$ cat config.mk
export PLATFORM = sky130hd
export DESIGN_NAME = eval_combine_flat
export DESIGN_NICKNAME = d
export VERILOG_FILES = /design/src/rtl/eval_combine_if.sv /design/src/rtl/eval_combine.sv /design/src/flat_wrapper.sv
export SDC_FILE = /design/constraint.sdc
export NUM_CORES = 1
export LEC_CHECK = 0
export CORE_MARGIN = 2
export CORE_UTILIZATION = 48
export CTS_CLUSTER_SIZE = 10
export DETAILED_ROUTE_END_ITERATION = 6
export MAX_ROUTING_LAYER = met4
export PLACE_DENSITY_LB_ADDON = 0.12
export SYNTH_ARGS = -nofsm -noshare
export SYNTH_HDL_FRONTEND = slang
export SYNTH_SLANG_ARGS = --single-unit
$ cat constraint.sdc
create_clock -name i_clk -period 10.4 [get_ports i_clk]
set_input_delay 2.08 -clock i_clk [delete_from_list [all_inputs] [get_ports i_clk]]
set_output_delay 2.08 -clock i_clk [all_outputs]
set_load 0.005 [all_outputs]
$ cat src/rtl/eval_combine_if.sv
// Handshake and data bundle between eval_combine, its caller and the shared extension-field multiplier.
interface eval_combine_if #(
  parameter int T = 4
);
  logic            i_start;
  logic [32*T-1:0] i_rpow;
  logic [32*T-1:0] i_eval;
  logic            i_eval_valid;
  logic            o_ready;
  logic            o_start_mul;
  logic [31:0]     o_x_mul;
  logic [31:0]     o_y_mul;
  logic [31:0]     i_o_mul;
  logic            i_done_mul;
  logic [32*T-1:0] o_result;
  logic            o_done;

  modport slave (
    input  i_start, i_rpow, i_eval, i_eval_valid, i_o_mul, i_done_mul,
    output o_ready, o_start_mul, o_x_mul, o_y_mul, o_result, o_done
  );

  modport master (
    output i_start, i_rpow, i_eval, i_eval_valid, i_o_mul, i_done_mul,
    input  o_ready, o_start_mul, o_x_mul, o_y_mul, o_result, o_done
  );
endinterface

$ cat src/rtl/eval_combine.sv
// Horner-combines D_SPLIT chunk evaluations (highest chunk first) through the shared multiplier port.
// Each later chunk costs T*(2+Lmul) cycles; o_ready is high only in WAIT_EVAL and evals offered elsewhere are dropped.
module eval_combine #(
  parameter string FIELD   = "P251",
  parameter int    T       = 4,
  parameter int    D_SPLIT = 2
) (
  input  logic          i_clk,
  input  logic          i_rst_n,
  eval_combine_if.slave bus
);
  localparam bit IS_GF = (FIELD == "GF256");
  localparam int CW    = $clog2(D_SPLIT + 1);
  localparam int TW    = (T > 1) ? $clog2(T) : 1;
  localparam logic [CW-1:0] LAST_CHUNK = CW'(D_SPLIT - 1);
  localparam logic [TW-1:0] LAST_T     = TW'(T - 1);

  typedef enum logic [2:0] {
    IDLE      = 3'd0,
    WAIT_EVAL = 3'd1,
    MUL_ISSUE = 3'd2,
    MUL_WAIT  = 3'd3,
    ADD       = 3'd4,
    DONE      = 3'd5
  } state_t;

  state_t          state_q, state_d;
  logic [31:0]     acc_q  [T];
  logic [31:0]     w_q    [T];
  logic [31:0]     pend_q [T];
  logic [31:0]     prod_q;
  logic [TW-1:0]   t_q;
  logic [CW-1:0]   cnt_q;
  logic [32*T-1:0] result_q;
  logic            done_q;

  // P251 adds each byte modulo 251 independently; GF256 addition is a plain XOR.
  function automatic logic [31:0] fadd(input logic [31:0] a, input logic [31:0] b);
    logic [31:0] r;
    logic [8:0]  s;
    r = a ^ b;
    if (!IS_GF) begin
      for (int i = 0; i < 4; i++) begin
        s = {1'b0, a[8*i +: 8]} + {1'b0, b[8*i +: 8]};
        if (s >= 9'd251) s = s - 9'd251;
        r[8*i +: 8] = s[7:0];
      end
    end
    return r;
  endfunction

  always_ff @(posedge i_clk or negedge i_rst_n) begin
    if (!i_rst_n) state_q <= IDLE;
    else          state_q <= state_d;
  end

  always_comb begin
    state_d = state_q;
    case (state_q)
      IDLE:      if (bus.i_start) state_d = WAIT_EVAL;
      WAIT_EVAL: begin
        if (bus.i_eval_valid) begin
          if (cnt_q != '0)       state_d = MUL_ISSUE;
          else if (D_SPLIT == 1) state_d = DONE;
        end
      end
      MUL_ISSUE: state_d = MUL_WAIT;
      MUL_WAIT:  if (bus.i_done_mul) state_d = ADD;
      ADD: begin
        if (t_q != LAST_T)             state_d = MUL_ISSUE;
        else if (cnt_q == LAST_CHUNK)  state_d = DONE;
        else                           state_d = WAIT_EVAL;
      end
      DONE:      state_d = IDLE;
      default:   state_d = IDLE;
    endcase
  end

  always_ff @(posedge i_clk or negedge i_rst_n) begin
    if (!i_rst_n) begin
      for (int i = 0; i < T; i++) begin
        acc_q[i]  <= '0;
        w_q[i]    <= '0;
        pend_q[i] <= '0;
      end
      prod_q   <= '0;
      t_q      <= '0;
      cnt_q    <= '0;
      result_q <= '0;
      done_q   <= 1'b0;
    end else begin
      done_q <= 1'b0;
      case (state_q)
        IDLE: begin
          if (bus.i_start) begin
            for (int i = 0; i < T; i++) w_q[i] <= bus.i_rpow[32*i +: 32];
            cnt_q <= '0;
          end
        end
        WAIT_EVAL: begin
          if (bus.i_eval_valid) begin
            if (cnt_q == '0) begin
              for (int i = 0; i < T; i++) acc_q[i] <= bus.i_eval[32*i +: 32];
              cnt_q <= cnt_q + 1'b1;
            end else begin
              for (int i = 0; i < T; i++) pend_q[i] <= bus.i_eval[32*i +: 32];
              t_q <= '0;
            end
          end
        end
        MUL_WAIT: if (bus.i_done_mul) prod_q <= bus.i_o_mul;
        ADD: begin
          acc_q[t_q] <= fadd(prod_q, pend_q[t_q]);
          if (t_q == LAST_T) cnt_q <= cnt_q + 1'b1;
          else               t_q   <= t_q + 1'b1;
        end
        DONE: begin
          for (int i = 0; i < T; i++) result_q[32*i +: 32] <= acc_q[i];
          done_q <= 1'b1;
        end
        default: ;
      endcase
    end
  end

  // Operands stay on the port from issue until the product returns, zero otherwise.
  always_comb begin
    bus.o_ready     = 1'b0;
    bus.o_start_mul = 1'b0;
    bus.o_x_mul     = '0;
    bus.o_y_mul     = '0;
    case (state_q)
      WAIT_EVAL: bus.o_ready = 1'b1;
      MUL_ISSUE: begin
        bus.o_start_mul = 1'b1;
        bus.o_x_mul     = acc_q[t_q];
        bus.o_y_mul     = w_q[t_q];
      end
      MUL_WAIT: begin
        bus.o_x_mul = acc_q[t_q];
        bus.o_y_mul = w_q[t_q];
      end
      default: ;
    endcase
  end

  assign bus.o_result = result_q;
  assign bus.o_done   = done_q;
endmodule
$ cat src/flat_wrapper.sv
// flat-port wrapper written by rule: the top's interface ports become plain ports
module eval_combine_flat 
#(
  parameter string FIELD   = "    ",
  parameter int    T       = 4,
  parameter int    D_SPLIT = 2
)
  (i_clk, i_rst_n, bus_i_start, bus_i_rpow, bus_i_eval, bus_i_eval_valid, bus_i_o_mul, bus_i_done_mul, bus_o_ready, bus_o_start_mul, bus_o_x_mul, bus_o_y_mul, bus_o_result, bus_o_done);
  eval_combine_if #(.T(T)) bus_i ();
  input  logic i_clk;
  input  logic i_rst_n;
  input wire logic [$bits(bus_i.i_start)-1:0] bus_i_start;
  input wire logic [$bits(bus_i.i_rpow)-1:0] bus_i_rpow;
  input wire logic [$bits(bus_i.i_eval)-1:0] bus_i_eval;
  input wire logic [$bits(bus_i.i_eval_valid)-1:0] bus_i_eval_valid;
  input wire logic [$bits(bus_i.i_o_mul)-1:0] bus_i_o_mul;
  input wire logic [$bits(bus_i.i_done_mul)-1:0] bus_i_done_mul;
  output wire logic [$bits(bus_i.o_ready)-1:0] bus_o_ready;
  output wire logic [$bits(bus_i.o_start_mul)-1:0] bus_o_start_mul;
  output wire logic [$bits(bus_i.o_x_mul)-1:0] bus_o_x_mul;
  output wire logic [$bits(bus_i.o_y_mul)-1:0] bus_o_y_mul;
  output wire logic [$bits(bus_i.o_result)-1:0] bus_o_result;
  output wire logic [$bits(bus_i.o_done)-1:0] bus_o_done;
  assign bus_i.i_start = bus_i_start;
  assign bus_i.i_rpow = bus_i_rpow;
  assign bus_i.i_eval = bus_i_eval;
  assign bus_i.i_eval_valid = bus_i_eval_valid;
  assign bus_i.i_o_mul = bus_i_o_mul;
  assign bus_i.i_done_mul = bus_i_done_mul;
  assign bus_o_ready = bus_i.o_ready;
  assign bus_o_start_mul = bus_i.o_start_mul;
  assign bus_o_x_mul = bus_i.o_x_mul;
  assign bus_o_y_mul = bus_i.o_y_mul;
  assign bus_o_result = bus_i.o_result;
  assign bus_o_done = bus_i.o_done;
  eval_combine #(.FIELD(FIELD), .T(T), .D_SPLIT(D_SPLIT)) u_core (.i_clk(i_clk), .i_rst_n(i_rst_n), .bus(bus_i));
endmodule
==> results.yml <==
critical_path:
  reg2reg_from: "u_core.t_q[1]"
  path_cells: "buf_4 > mux4_2 > nor2b_1 > clkdlybuf4s50_1"
  cpMaxStageDelayCell: "dfrtp_4"
  r2r_slack_ns: 5.16
  required_ns: 8.32
  cp_slowest_stage_delay_ns: 1.16
  cp_num_cells: 4
  crit_start: "u_core.t_q[1]"
  worst_ep_arrival_time_ns: 3.73
  crit_fanout: 59
  worst-path-buf-inv: 2
  crit_end: "bus_o_x_mul[31]"
  r2r_end: "u_core.acc_q[27]"
  r2r_cells: 11
  critPathLaunchType: "flop"
  path_class: "flop to output port"
  cp-end-kind: "output port"
  crit_family: "buffers and inverters"
sta:
  slew_headroom: 0.120
  setup_violations: 0
  tns_ns: 0
  fmax_mhz: 172
  slew_violations: 0
  hold_viol: 0
  worst_slew_pin_slew_ns: 1.32
  fin_crit_sh: 0.558
  rsz0062_at_grt: "false"
  period_needed_ns: 5.81
  postLayoutSetupSlackWorst_ns: 4.59
  finClkSkew_ns: 0.0257
routing:
  first_pass_iters: 5
  drt_iter0_drc: 1528
  drc: 0
  wl_per_cell_um: 24.5
  vias: 19600
  ant_nets: 0
  finalWirelength_mm: 81.6
  vias_per_cell: 5.89
logic_synthesis:
  syn_area_mm2: 0.0259
  yosys_warnings: 0
  synth_ff_type: "dfrtp_1"
  ys_seq_area_frac: 0.534
  synthCells: 2154
  syn_area_per_cell_um2: 12.0
  synth-edff-count: 0
  syn_nets: 2493
  ys_ff_latch: 552
  ys_async_sr_fraction: 1.00
  synth_cell_type_count: 74
cts:
  postCtsHoldBufs: 0
  cts_setup_buffers: 0
  ctsLongestPathBuffers: 3
  root_buffer: "clkbuf_16"
  clock_sink_count: 552
  cts_max_level: 3
  cts_buffers: 66
  tritoncts: "built"
  clk_latency_ns: 0.59
  cts.repair.resized: 0
  clk_pin_slew_worst_paths_ns: 0.05
finish:
  synthToLayoutAreaGrowth_pct: 28.5
  drive_gt1_frac: 0.200
  final_util: 0.620
  fin_nets: 2941
  final_area_mm2: 0.0332
placement:
  routabilityCongestion: 0.925
  dpl.hpwl_mm: 55.6
  pre_cts_ws_ns: 4.90
  io_buffer_count: 487
  dpl_cell_area_mm2: 0.0314
global_routing:
  antenna_found_initial: 12
  grt_usage: 0.301
  grt_pass1_vias: 20300
  grt_pass1_wl_mm: 124
  grt_max_degree: 169
  grt_overflow: 0
floorplan:
  rows: 85
  initial_core_util: 0.483
  coreArea_mm2: 0.0536
  die_w_um: 236
  die_h_um: 236
  die_area_mm2: 0.0558
  ios: 488
power_and_ir_drop:
  p_total_mw: 13.0
  peakVddDrop_uv: 203
  p_leak_nw: 14.0
  power_density_mw_per_mm2: 391
hold_path:
  hold_path_class: "flop to flop"
run_status:
  status: "completed"
run:
  cap_viol_max_count: 0
## placed cells by master, fill, tap and decap left out, drive strengths merged, types with 11 or more instances in the layout
master | Yosys | final
a211oi | 11 | 11
buf | 25 | 25
a31oi | 16 | 16
mux4 | 96 | 96
o22ai | 63 | 63
clkbuf | 106 | 79
nor3 | 13 | 13
inv | 17 | 19
nand3 | 16 | 16
a22oi | 59 | 59
diode | 0 | 13
nand2 | 421 | 421
nor2b | 73 | 73
ha | 42 | 42
nor2 | 36 | 36
mux2 | 289 | 289
dfrtp | 552 | 552
clkdlybuf4s50 | 0 | 486
xor2 | 16 | 16
o21ai | 94 | 94
xnor2 | 18 | 18
a21oi | 86 | 86
## Yosys cell counts (all sizes together) (4+ instances only)
library cell	n	area, um^2
a211oi	11	108
a21o	9	68.8
a21oi	86	430
a221o	6	60.1
a22oi	59	443
a31o	4	35.0
a31oi	16	121
and2	4	25.0
and3	7	43.8
buf	25	109
clkbuf	106	399
dfrtp	552	13800
fa	4	80.1
ha	42	526
inv	17	63.8
mux2	289	3250
mux2i	4	40.0
mux4	96	2160
nand2	421	1580
nand2b	4	25.0
nand3	16	80.1
nor2	36	138
nor2b	73	457
nor3	13	65.1
nor3b	4	30.0
o2111ai	5	43.8
o211ai	4	35.0
o21a	5	37.5
o21ai	94	474
o22ai	63	394
o31ai	6	58.8
xnor2	18	158
xor2	16	159
## worst min-delay path, stage by stage, from the launching register on
cell,delay [ns]
dfrtp_1,0.33
nand2_1,0.05
nand2_1,0.06
## layout make-up
type                    count  area [um^2]
diodes                     13         32.5
clock buffers              79         1780
clock inverters             4         27.5
fillers                  4312        20400
inverters                  17         66.3
multi-input cells        1454        11500
flip-flops and latches    552        13800
well taps                 696          871
repair buffers            511         5100
## power by group
part	switching (mW)	internal, mW	leakage [nW]
logic	3.73	3.24	6.47
clock network	0.848	1.19	0.891
registers	0.771	3.21	6.66
total	5.35	7.65	14.0
## stage by stage
step / hold slack (ns) / instances
6_report: 0.469 / 3326
5_1_grt: 0.480 / 3325
4_1_cts: 0.475 / 3313
3_5_place_dp: 0.462 / 3230
3_3_place_gp: 0.460 / 3230
2_1_floorplan: 0.450 / 2154
## layer usage
layer | up-vias | GRT usage | wire, um
met4 | 0 | 0.0944 | 1970
met3 | 120 | 0.0735 | 6830
li1 | 8646 | - | -
met1 | 10100 | 0.385 | 33400
met2 | 787 | 0.477 | 39400
met5 | - | - | 0
## state kept, by name (all words and copies together), names as in the netlist
register	count
u_core.pend_q	128
u_core.bus.o_result	128
u_core.acc_q	128
u_core.prod_q	32
u_core.t_q	2
u_core.cnt_q	2
u_core.state_q	3
u_core.bus.o_done	1
u_core.w_q	128
## worst min-delay path by stage
stage                                   from                       end  slack [ns]  cells past startpoint
floorplan                    u_core.cnt_q[1]           u_core.cnt_q[1]        0.45                      2
global placement    u_core.bus.o_result[111]  u_core.bus.o_result[111]        0.46                      2
detailed placement   u_core.bus.o_result[58]   u_core.bus.o_result[58]        0.46                      2
CTS                  u_core.bus.o_result[70]   u_core.bus.o_result[70]        0.48                      2
global route        u_core.bus.o_result[123]  u_core.bus.o_result[123]        0.48                      2
finish              u_core.bus.o_result[110]  u_core.bus.o_result[110]        0.47                      2
## logic make-up (layout without fill, tap and decap cells)
| group | after synthesis | in the layout | share of synthesized area |
|---|---|---|---|
| AOI/OAI and AO/OA | 394 | 394 | 0.0994 |
| xor gates and xnor gates | 34 | 34 | 0.0122 |
| adders and majority gates | 46 | 46 | 0.0234 |
| buffers and inverters | 148 | 611 | 0.0221 |
| DFF | 552 | 552 | 0.534 |
| muxes | 389 | 389 | 0.211 |
| other | 0 | 13 | 0 |
| and+or+nand+nor | 591 | 591 | 0.0982 |
No activity file was read; power rests on OpenSTA's default activity.
